**config.mk**
```make
export PLATFORM = sky130hd
export DESIGN_NAME = clkgen_multi
export DESIGN_NICKNAME = d
export VERILOG_FILES = /design/src/rtl/clkgen_pkg.sv /design/src/rtl/clkgen_chan.sv /design/src/rtl/clkgen_multi.sv
export SDC_FILE = /design/constraint.sdc
export NUM_CORES = 1
export LEC_CHECK = 0
export ABC_AREA = 0
export CORE_MARGIN = 3
export CORE_UTILIZATION = 60
export CTS_BUF_LIST = sky130_fd_sc_hd__clkbuf_2 sky130_fd_sc_hd__clkbuf_4 sky130_fd_sc_hd__clkbuf_8
export CTS_CLUSTER_DIAMETER = 60
export CTS_CLUSTER_SIZE = 40
export DETAILED_ROUTE_END_ITERATION = 8
export DONT_BUFFER_PORTS = 1
export PLACE_DENSITY = 0.76
export SYNTH_ARGS = -nofsm -noshare
export SYNTH_HDL_FRONTEND = slang
export SYNTH_SLANG_ARGS = --single-unit
export TNS_END_PERCENT = 50
```
**constraint.sdc**
```tcl
create_clock -name clkin -period 4.45 [get_ports clkin]
set_input_delay 0.89 -clock clkin [delete_from_list [all_inputs] [get_ports clkin]]
set_output_delay 0.89 -clock clkin [all_outputs]
set_load 0.01 [all_outputs]
```
**src/rtl/clkgen_pkg.sv**
```systemverilog
// Shared constants and helpers for the multi-channel clock/tick divider.
// The divisor encodes a half-period: the output toggles after div+1 input cycles.
package clkgen_pkg;

    localparam int CNT_W_DEF = 32;

    // Half-period divisor for a square wave of f_out from an f_in clock.
    function automatic int unsigned calc_div(input int unsigned f_in, input int unsigned f_out);
        return f_in / (2 * f_out) - 1;
    endfunction

    localparam int DEFAULT_DIV = int'(calc_div(50_000_000, 10_000));

endpackage

```
**src/rtl/clkgen_chan.sv**
```systemverilog
// One divider channel: half-period counter, programmable divisor, square wave
// output and a one-cycle tick on every rising edge of that output.
module clkgen_chan
    import clkgen_pkg::*;
#(
    parameter int CNT_W       = CNT_W_DEF,
    parameter int DEFAULT_DIV = clkgen_pkg::DEFAULT_DIV
) (
    input  logic             clkin,
    input  logic             rst_n,
    input  logic             en,
    input  logic             clr,
    input  logic             ld,
    input  logic [CNT_W-1:0] ld_val,
    output logic             clkout,
    output logic             tick,
    output logic [CNT_W-1:0] div
);

    logic [CNT_W-1:0] cnt;

    // NOTE: state registers use non-blocking assignments so every register samples
    // the pre-edge values of the others, independent of statement order.
    always_ff @(posedge clkin or negedge rst_n) begin
        if (!rst_n) begin
            cnt    <= '0;
            div    <= CNT_W'(DEFAULT_DIV);
            clkout <= 1'b0;
            tick   <= 1'b0;
        end else begin
            // A divisor load lands even when phase-align or disable wins this edge.
            if (ld) begin
                div <= ld_val;
            end

            if (clr || !en) begin
                cnt    <= '0;
                clkout <= 1'b0;
                tick   <= 1'b0;
            end else if (ld) begin
                cnt  <= '0;
                tick <= 1'b0;
            end else if (cnt >= div) begin
                // >= rather than == so a divisor lowered below the live count still wraps.
                cnt    <= '0;
                clkout <= ~clkout;
                tick   <= ~clkout;
            end else begin
                cnt  <= cnt + CNT_W'(1);
                tick <= 1'b0;
            end
        end
    end

endmodule

```
**src/rtl/clkgen_multi.sv**
```systemverilog
// N-channel programmable clock/tick divider with per-channel enable, a global
// phase-align strobe and a read-back bus of every channel's divisor.
module clkgen_multi
    import clkgen_pkg::*;
#(
    parameter int N_CH        = 4,
    parameter int CNT_W       = CNT_W_DEF,
    parameter int DEFAULT_DIV = clkgen_pkg::DEFAULT_DIV
) (
    input  logic                      clkin,
    input  logic                      rst_n,
    input  logic [N_CH-1:0]           ch_en,
    input  logic                      sync,
    input  logic                      wr_en,
    input  logic [$clog2(N_CH):0]     wr_ch,
    input  logic [CNT_W-1:0]          wr_div,
    output logic [N_CH-1:0]           clkout,
    output logic [N_CH-1:0]           tick,
    output logic [N_CH*CNT_W-1:0]     div_rd
);

    localparam int WCH_W = $clog2(N_CH) + 1;

    for (genvar i = 0; i < N_CH; i++) begin : g_ch
        logic             ld;
        logic [CNT_W-1:0] div_q;

        // Out-of-range indices never match any channel, so such writes are dropped.
        assign ld = wr_en && (wr_ch == WCH_W'(i));

        clkgen_chan #(
            .CNT_W       (CNT_W),
            .DEFAULT_DIV (DEFAULT_DIV)
        ) u_chan (
            .clkin  (clkin),
            .rst_n  (rst_n),
            .en     (ch_en[i]),
            .clr    (sync),
            .ld     (ld),
            .ld_val (wr_div),
            .clkout (clkout[i]),
            .tick   (tick[i]),
            .div    (div_q)
        );

        assign div_rd[i*CNT_W +: CNT_W] = div_q;
    end

endmodule

```
## Word-level counts from Yosys, hierarchy flattened

Index checks and enable logic that the tools add are counted.
W data, S select, Z words.

| storage, ports and cells | value |
|---|---|
| bits of input ports | 43 |
| register bits after elaboration | 264 |
| output and inout bits | 136 |

| cells by class | value |
|---|---|
| mux-type cells | 36 |
| add/subtract/negate cells | 4 |
| order comparisons | 4 |
| reduce and logical (&&, ||, !) cells | 21 |
| eq/ne operators | 7 |
| bitwise gates (word level) | 4 |

Operator list:

| operator | number |
|---|---|
| $mux W32 | 12 |
| $add A32 B1 Y32 const B | 4 |
| $ge A32 B32 Y1 | 4 |
| $mux W1 | 24 |
| $ne A2 B1 Y1 const B | 4 |
| $reduce_and A2 Y1 | 4 |
| $reduce_bool A2 Y1 | 4 |
| $eq A3 B2 Y1 const B | 2 |
| $logic_and A1 B1 Y1 | 4 |
| $logic_not A1 Y1 | 4 |
| $logic_or A1 B1 Y1 | 4 |
| $not A1 Y1 | 4 |
| $eq A3 B1 Y1 const B | 1 |
| $logic_not A3 Y1 | 1 |

## Logic depth before layout (Yosys ltp)

Gate-level depths: netlist of the first run.

| logic depth | value |
|---|---|
| word-level depth | 4 |
| gate-level depth with buffers | 10 |

## By module

A second synthesis of the first run with hierarchy kept.

| second synthesis, totals | value |
|---|---|
| cell total of the unflattened synthesis | 1500 |
| area, all modules | 14213.6 um^2 |

Modules (own cells, without submodules):

| module | area each (um^2) | sequential area each (um^2) | cells an instance | instances |
|---|---|---|---|---|
| clkgen_chan | 3540.9 | 1659.1 | 374 | 4 |
| clkgen_multi | 50.0 | 0.0 | 4 | 1 |

## Worst setup path before layout of the first run

No wires, ideal clock.

| timing path | value |
|---|---|
| path type | reg2reg |
| from | register g_ch[2].u_chan.div[0] |
| to | register g_ch[2].u_chan.cnt[24] |
| clock period less this slack | 2332 ps |
| path slack | 2118 ps |
| arrival | 2263 ps |
| stages on the path, launching flop included | 10 |
| data required time | 4381 ps |
| path through | dfstp_2 > ha_1 > nand2b_4 > a2111oi_4 > o32a_1 > a21oi_1 > or4_1 > buf_2 > buf_6 > nor2_2 |

| on the way | value |
|---|---|
| cells in the longest elaborated chain, start to end | 4 |

RTL lines:

| item | RTL line | source |
|---|---|---|
| from (decl) | clkgen_chan.sv:17 | `output logic [CNT_W-1:0] div` |
| from (signal assigned) | clkgen_chan.sv:27 | `div <= CNT_W'(DEFAULT_DIV);` |
| from (signal assigned) | clkgen_chan.sv:33 | `div <= ld_val;` |
| $ge A32 B32 Y1 | clkgen_chan.sv:43 | `end else if (cnt >= div) begin` |
| $mux W32 | clkgen_chan.sv:43 |  |
| $mux W32 | clkgen_chan.sv:40 | `end else if (ld) begin` |
| $mux W32 | clkgen_chan.sv:36 | `if (clr \|\| !en) begin` |
| to (signal assigned) | clkgen_chan.sv:49 | `cnt <= cnt + CNT_W'(1);` |
| to (decl) | clkgen_chan.sv:20 | `logic [CNT_W-1:0] cnt;` |

No other way between the ends.
A chain may end at the register's enable or synchronous reset.

## Worst setup path after layout of the first run

| timing path | value |
|---|---|
| from | register g_ch[1].u_chan.div[29] |
| to | register g_ch[1].u_chan.cnt[19] |

| on the way | value |
|---|---|
| cells in the longest elaborated chain, start to end | 4 |

RTL lines:

| item | RTL line |
|---|---|
| from (decl) | clkgen_chan.sv:17 |
| from (signal assigned) | clkgen_chan.sv:27 |
| from (signal assigned) | clkgen_chan.sv:33 |
| $ge A32 B32 Y1 | clkgen_chan.sv:43 |
| $mux W32 | clkgen_chan.sv:43 |
| $mux W32 | clkgen_chan.sv:40 |
| $mux W32 | clkgen_chan.sv:36 |
| to (signal assigned) | clkgen_chan.sv:49 |
| to (decl) | clkgen_chan.sv:20 |

No other way between the ends.

==> results of run 1 <==
## path summary, 6_finish.rpt
| check | startpoint | end | slack, ns | cells after the start |
|---|---|---|---|---|
| max in group asynchronous | rst_n | g_ch[3].u_chan.cnt[11]$_DFF_PN0_ | 3.27 | 1 |
| hold reg to reg | g_ch[3].u_chan.cnt[0]$_DFF_PN0_ | g_ch[3].u_chan.cnt[0]$_DFF_PN0_ | 0.51 | 1 |
| min in group clkin | wr_div[11] | g_ch[2].u_chan.div[11]$_DFFE_PN1P_ | 0.41 | 2 |
| hold / removal | rst_n | g_ch[2].u_chan.cnt[30]$_DFF_PN0_ | 0.03 | 0 |
| setup / recovery | g_ch[1].u_chan.div[29]$_DFFE_PN0P_ | g_ch[1].u_chan.cnt[19]$_DFF_PN0_ | 1.32 | 8 |
| setup reg to reg | g_ch[1].u_chan.div[29]$_DFFE_PN0P_ | g_ch[1].u_chan.cnt[19]$_DFF_PN0_ | 1.32 | 8 |
## cell families (layout without fill, tap and decap cells)
logic type / after synthesis / count (layout) / share of synthesized area (%)
simple gates: 545 / 545 / 17.9
buf+inv: 192 / 196 / 5.47
flops: 264 / 264 / 46.6
fa+ha+maj: 132 / 132 / 11.6
xor+xnor: 119 / 119 / 7.32
compound gates: 199 / 199 / 8.16
mux: 38 / 38 / 2.99
## sequential cells by signal (all words and copies together) (netlist names)
signal / cells
g_ch.u_chan.div: 128
g_ch.u_chan.tick: 4
g_ch.u_chan.clkout: 4
g_ch.u_chan.cnt: 128
## layer usage
layer,up-vias,track usage [%]
met5,-,0
li1,4975,-
met4,0,14.2
met3,93,4.67
met2,363,43.7
met1,5151,39.4
## synth_stat cells, types with 36 or more instances
library cell	count	area [um^2]
xor2_1	61	534
mux2_2	36	405
nand3_1	56	280
nor2_1	170	638
inv_1	145	544
a21oi_1	42	210
xnor2_1	58	508
ha_1	132	1650
nand2_1	173	649
dfrtp_1	240	6010
o21ai_0	108	541
nand4_1	42	263
## cell type report
class,count,area [um^2]
fill,1859,7920
clock inverter,17,216
multi-input combinational,1033,6840
clock buffer,23,317
timing repair buffer,11,120
inverter,145,544
sequential,264,6640
tap,313,392
## where the power goes
group | switching (uW) | internal (uW)
logic | 438 | 294
registers | 391 | 2680
clock network | 986 | 624
total | 1810 | 3600
## per-stage QoR
stage / total power, uW / hold slack [ns] / instance area (um^2) / utilization [%]
floorplan: 3540 / 0.457 / 14200 / -
global placement: 3780 / 0.491 / 14500 / 62.9
detailed placement: 3820 / 0.499 / 14500 / 62.9
CTS: 5430 / -0.0314 / 15000 / 65.2
global route: 5670 / -0.000211 / 15100 / 65.5
finish: 5420 / 0.0319 / 15100 / 65.5
==> reports/metrics.csv, run 1 <==
stage,metric,value,unit
logic_synthesis,synth_cell_types,54,
final_layout,layout_commonest_cell,dfrtp_1,
floorplanning,start_util,61.9,%
sta,finalHoldViolations,0,
critical_path,cp.arrival,3.58,ns
route,wl_per_cell,20.4,um
power,ir_worst_vdd,0.000214,V
logic_synthesis,yosys_register_bits,264,
sta,fin_crit_sh,70.3,%
floorplanning,fp.dieH,160,um
place,io_buffers,0,
critical_path,cpPeakStageDelay,0.94,ns
floorplanning,fp-row-count,55,
route,via_count,10600,
route,viasPerCell,5.86,
sta,timing.slew.headroom,22.7,%
route,met2_length,16.6,mm
sta,finClkSkew,0.0425,ns
final_layout,finalNonFillerCells,1806,
route,routed_wl,36.9,mm
place,hpwl,26.8,mm
cts,cts_resized,0,
floorplanning,die_w,160,um
critical_path,cp_cell_sequence,"inv_1, ha_1, nand4_1, nor4_1, o211ai_1, o211ai_1, buf_4, nor2_1",
route,drc,0,
sta,rsz0062_at_grt,false,
route,postRouteAntennaNets,0,
critical_path,path_class,reg2reg,
cts,clk_pin_slew,0.13,ns
logic_synthesis,synthFlopType,dfrtp_1,
critical_path,cp_top_family,compound AO/OA/AOI/OAI gates,
cts,cts_setup_buffers,0,
logic_synthesis,syn-num-nets,1664,
place,place_inst,1762,
critical_path,crit_path_frequent_cell,o211ai_1,
critical_path,worst-path-buf-inv,2,
sta,setup_viol,0,
route,highest_layer,met4,
route,dr_wl_met3,2.44,mm
cts,numCtsBuffers,22,
run_status,status,"complete, no violations",
critical_path,slowest_stage,o211ai_1,
cts,clock_latency,0.58,ns
final_layout,nNetsFinal,1652,
logic_synthesis,syn_area,14200,um^2
logic_synthesis,synth-edff-count,0,
sta,setup_ws,1.32,ns
final_layout,area_delta_synth_final,5.79,%
critical_path,endpoint_kind,register,
sta,post-route-min-period,3.13,ns
cts,cts_sinks,264,
power,p_per_area,360,nW/um^2
grt,grt_usage,28.4,%
floorplanning,coreArea,23000,um^2
cts,tritoncts,yes,
route,wl_met1,15.5,mm
route,drt_iter0_drc,884,
grt,grt_pass1_vias,10100,
power,leakagePower,0.00689,uW
grt,grt_pass1_wl,57.6,mm
place,dp_slack,1.41,ns
cts,cts_max_path_buffers,3,
cts,cts_max_level,1,
final_layout,final_cell_mix,"240 x dfrtp_1, 173 x nand2_1, 169 x nor2_1, 145 x inv_1, 132 x ha_1",
critical_path,critPathMaxFanout,18,
grt,grt_max_degree,265,
final_layout,drive_gt1_share,9.04,%
run,max-cap-violations,0,
sta,max_freq,320,MHz
sta,report.final.slew_viol_count,0,
logic_synthesis,ys_seq_area_share,46.6,%
grt,grt_antenna_before_repair,0,
route,dr.pass1.iters,5,
min_path,hp-class,in2async,
sta,worst_slew_pin_slew,1.16,ns
grt,gr-total-overflow,0,
final_layout,diodes,0,
cts,cts.root.buffer_cell,clkbuf_8,
logic_synthesis,yosysWarnings,0,
critical_path,startpoint_type,register,
critical_path,critPathRequiredTime,4.91,ns
logic_synthesis,syn_avg_cell_area,9.56,um^2
place,gp_congestion,0.876,
floorplanning,die_area,25600,um^2
logic_synthesis,postSynthCellCount,1489,
sta,setup_tns,0,ns
floorplanning,top_level_ports,179,
logic_synthesis,async_flop_share,100,%
No activity file was read; power rests on OpenSTA's default activity.
==> run 2: changes to the inputs <==
- clock period: 4.45 -> 3 ns (I/O delays scaled with it)
==> run 2 against run 1 <==
- the flow now finishes with violations (hold timing)
- count of clock-buffer cells in the layout up 1
- routed wire length down 1.0%
- total power up 47%
- worst setup slack worse by 0.89 ns
- hold slack worse by 0.31 ns
- sequential share of layout area about the same
- critical path type unchanged
- largest power group unchanged
- highest routed layer unchanged
==> reports/metrics.csv, run 2 (same netlist as run 1, synthesis figures left out) <==
stage,metric,value,unit,change
cts,cts_resized,0,,unchanged
critical_path,cp_top_family,compound AO/OA/AOI/OAI gates,,
sta,max_freq,389,MHz,+22%
sta,fin_crit_sh,85.6,%,+15 points
sta,hold_ws,-0.282,ns,-0.314 ns
sta,setup_tns,0,ns,unchanged
cts,tritoncts,yes,,
run_status,violations,hold timing,,
route,postRouteAntennaNets,0,,unchanged
final_layout,fin_util,65.5,%,about the same
cts,cts_setup_buffers,0,,unchanged
route,viasPerCell,5.76,,-1.8%
final_layout,reg_top3,"g_ch.u_chan.cnt x128, g_ch.u_chan.div x128",,
final_layout,nNetsFinal,1655,,+0.18%
final_layout,drive_gt1_share,9.30,%,+0.26 points
sta,finalHoldViolations,243,,+243
cts,cts.root.buffer_cell,clkbuf_8,,
place,io_buffers,0,,unchanged
run_status,status,finished with violations,,
cts,cts_sinks,264,,unchanged
cts,cts_max_path_buffers,3,,unchanged
cts,numCtsBuffers,21,,-4.5%
critical_path,critPathMaxFanout,20,,+2
power,p_per_area,528,nW/um^2,+47%
final_layout,area_delta_synth_final,5.80,%,about the same
floorplanning,fp-row-count,55,,unchanged
grt,grt_usage,28.4,%,about the same
sta,post-route-min-period,2.57,ns,-0.558 ns
critical_path,cpPeakStageDelay,0.60,ns,-0.34 ns
place,hpwl,27.1,mm,+1.1%
floorplanning,die_area,25600,um^2,unchanged
route,wl_per_cell,20.2,um,-1.2%
critical_path,worst-path-buf-inv,1,,-1
critical_path,path_class,reg2reg,,
cts,clk_pin_slew,0.13,ns,about the same
sta,finClkSkew,0.0314,ns,-0.0111 ns
critical_path,startpoint_type,register,,
final_layout,layout_commonest_cell,dfrtp_1,,
grt,grt_max_degree,265,,unchanged
run,max-cap-violations,0,,unchanged
grt,grt_pass1_wl,57.6,mm,about the same
route,routed_wl,36.5,mm,-1.0%
critical_path,cp.arrival,3.06,ns,-0.52 ns
cts,cts_max_level,1,,unchanged
sta,timing.slew.headroom,56.3,%,+34 points
sta,worst_slew_pin_slew,0.651,ns,-0.504 ns
power,ir_worst_vdd,0.000298,V,+39%
final_layout,final_cell_mix,"240 x dfrtp_1, 173 x nand2_1, 169 x nor2_1, 145 x inv_1, 132 x ha_1",,
final_layout,diodes,0,,unchanged
floorplanning,start_util,61.9,%,unchanged
sta,rsz0062_at_grt,false,,
sta,setup_viol,0,,unchanged
route,dr.pass1.iters,5,,unchanged
grt,grt_pass1_vias,10200,,+0.46%
sta,report.final.slew_viol_count,0,,unchanged
floorplanning,coreArea,23000,um^2,unchanged
route,via_count,10400,,-1.6%
critical_path,cp_cell_sequence,"ha_1, nand2b_1, a2111oi_0, or4b_1, nand3_1, a211o_1, buf_4, a21oi_1",,
grt,gr-total-overflow,0,,unchanged
power,leakagePower,0.00690,uW,+0.16%
route,drt_iter0_drc,825,,-6.7%
place,gp_congestion,0.856,,-2.4%
critical_path,slowest_stage,dfstp_2,,
critical_path,endpoint_kind,register,,
final_layout,fillers,1887,,+1.5%
min_path,hp-class,in2async,,
floorplanning,fp.dieH,160,um,unchanged
critical_path,critPathRequiredTime,3.49,ns,-1.42 ns
floorplanning,top_level_ports,179,,unchanged
floorplanning,die_w,160,um,unchanged
cts,clock_latency,0.58,ns,about the same
route,drc,0,,unchanged
grt,grt_antenna_before_repair,0,,unchanged
-- run 2: final cells by class --
class | count | area [um^2] | area share [%]
clock inverters | 14 | 199 | 1.32
clock buffers | 24 | 318 | 2.11
multi-input cells | 1033 | 6840 | 45.4
flip-flops and latches | 264 | 6640 | 44.1
well taps | 313 | 392 | 2.60
inverters | 145 | 544 | 3.61
repair buffers | 15 | 138 | 0.914
-- run 2: final timing paths --
check | from | endpoint | slack, ns | depth (start not counted)
min in group clkin | wr_div[8] | g_ch[0].u_chan.div[8]$_DFFE_PN1P_ | 0.11 | 2
min reg2reg | g_ch[1].u_chan.cnt[0]$_DFF_PN0_ | g_ch[1].u_chan.cnt[0]$_DFF_PN0_ | 0.53 | 1
min | rst_n | g_ch[2].u_chan.cnt[1]$_DFF_PN0_ | -0.28 | 0
max | g_ch[3].u_chan.div[0]$_DFFE_PN1P_ | g_ch[3].u_chan.cnt[10]$_DFF_PN0_ | 0.43 | 8
max reg2reg | g_ch[3].u_chan.div[0]$_DFFE_PN1P_ | g_ch[3].u_chan.cnt[10]$_DFF_PN0_ | 0.43 | 8
max in group asynchronous | rst_n | g_ch[2].u_chan.div[8]$_DFFE_PN1P_ | 2.81 | 0
-- run 2: power breakdown --
group / total, uW / leakage, uW / internal [uW] / switching, uW
Sequential: 4560 / 0.00341 / 3980 / 585
Combinational: 1070 / 0.00323 / 435 / 631
Clock: 2320 / 0.000259 / 961 / 1360
Total: 7950 / 0.00690 / 5380 / 2580
-- run 2: routing by layer --
layer / global-route usage (%) / wire, um / vias up / part of all wire (%)
met4: 15.4 / 2430 / 0 / 6.7
li1: - / - / 4973 / -
met2: 43.8 / 16400 / 316 / 45
met3: 4.85 / 2330 / 106 / 6.4
met1: 38.6 / 15300 / 5013 / 42
met5: 0 / 0 / - / 0
-- run 2: worst reg2reg max path, delay by kind of cell (launching register included) --
family	cells	cell delay, ns
adders and majority gates	1	0.24
DFF	1	0.60
AOI/OAI and AO/OA	3	0.96
buffers and inverters	1	0.21
and+or+nand+nor	3	0.46
-- run 2: metrics by stage --
| stage | total power (uW) | setup slack, ns | hold WS, ns | cells | instance area, um^2 |
|---|---|---|---|---|---|
| 2_1_floorplan | 5250 | 0.668 | 0.304 | 1489 | 14200 |
| 6_report | 7950 | 0.431 | -0.282 | 1808 | 15100 |
| 4_1_cts | 8000 | 0.413 | -0.310 | 1808 | 15100 |
| 3_5_place_dp | 5690 | 0.475 | 0.310 | 1770 | 14500 |
| 3_3_place_gp | 5620 | 0.562 | 0.313 | 1770 | 14500 |
| 5_1_grt | 8340 | 0.218 | -0.320 | 1808 | 15100 |
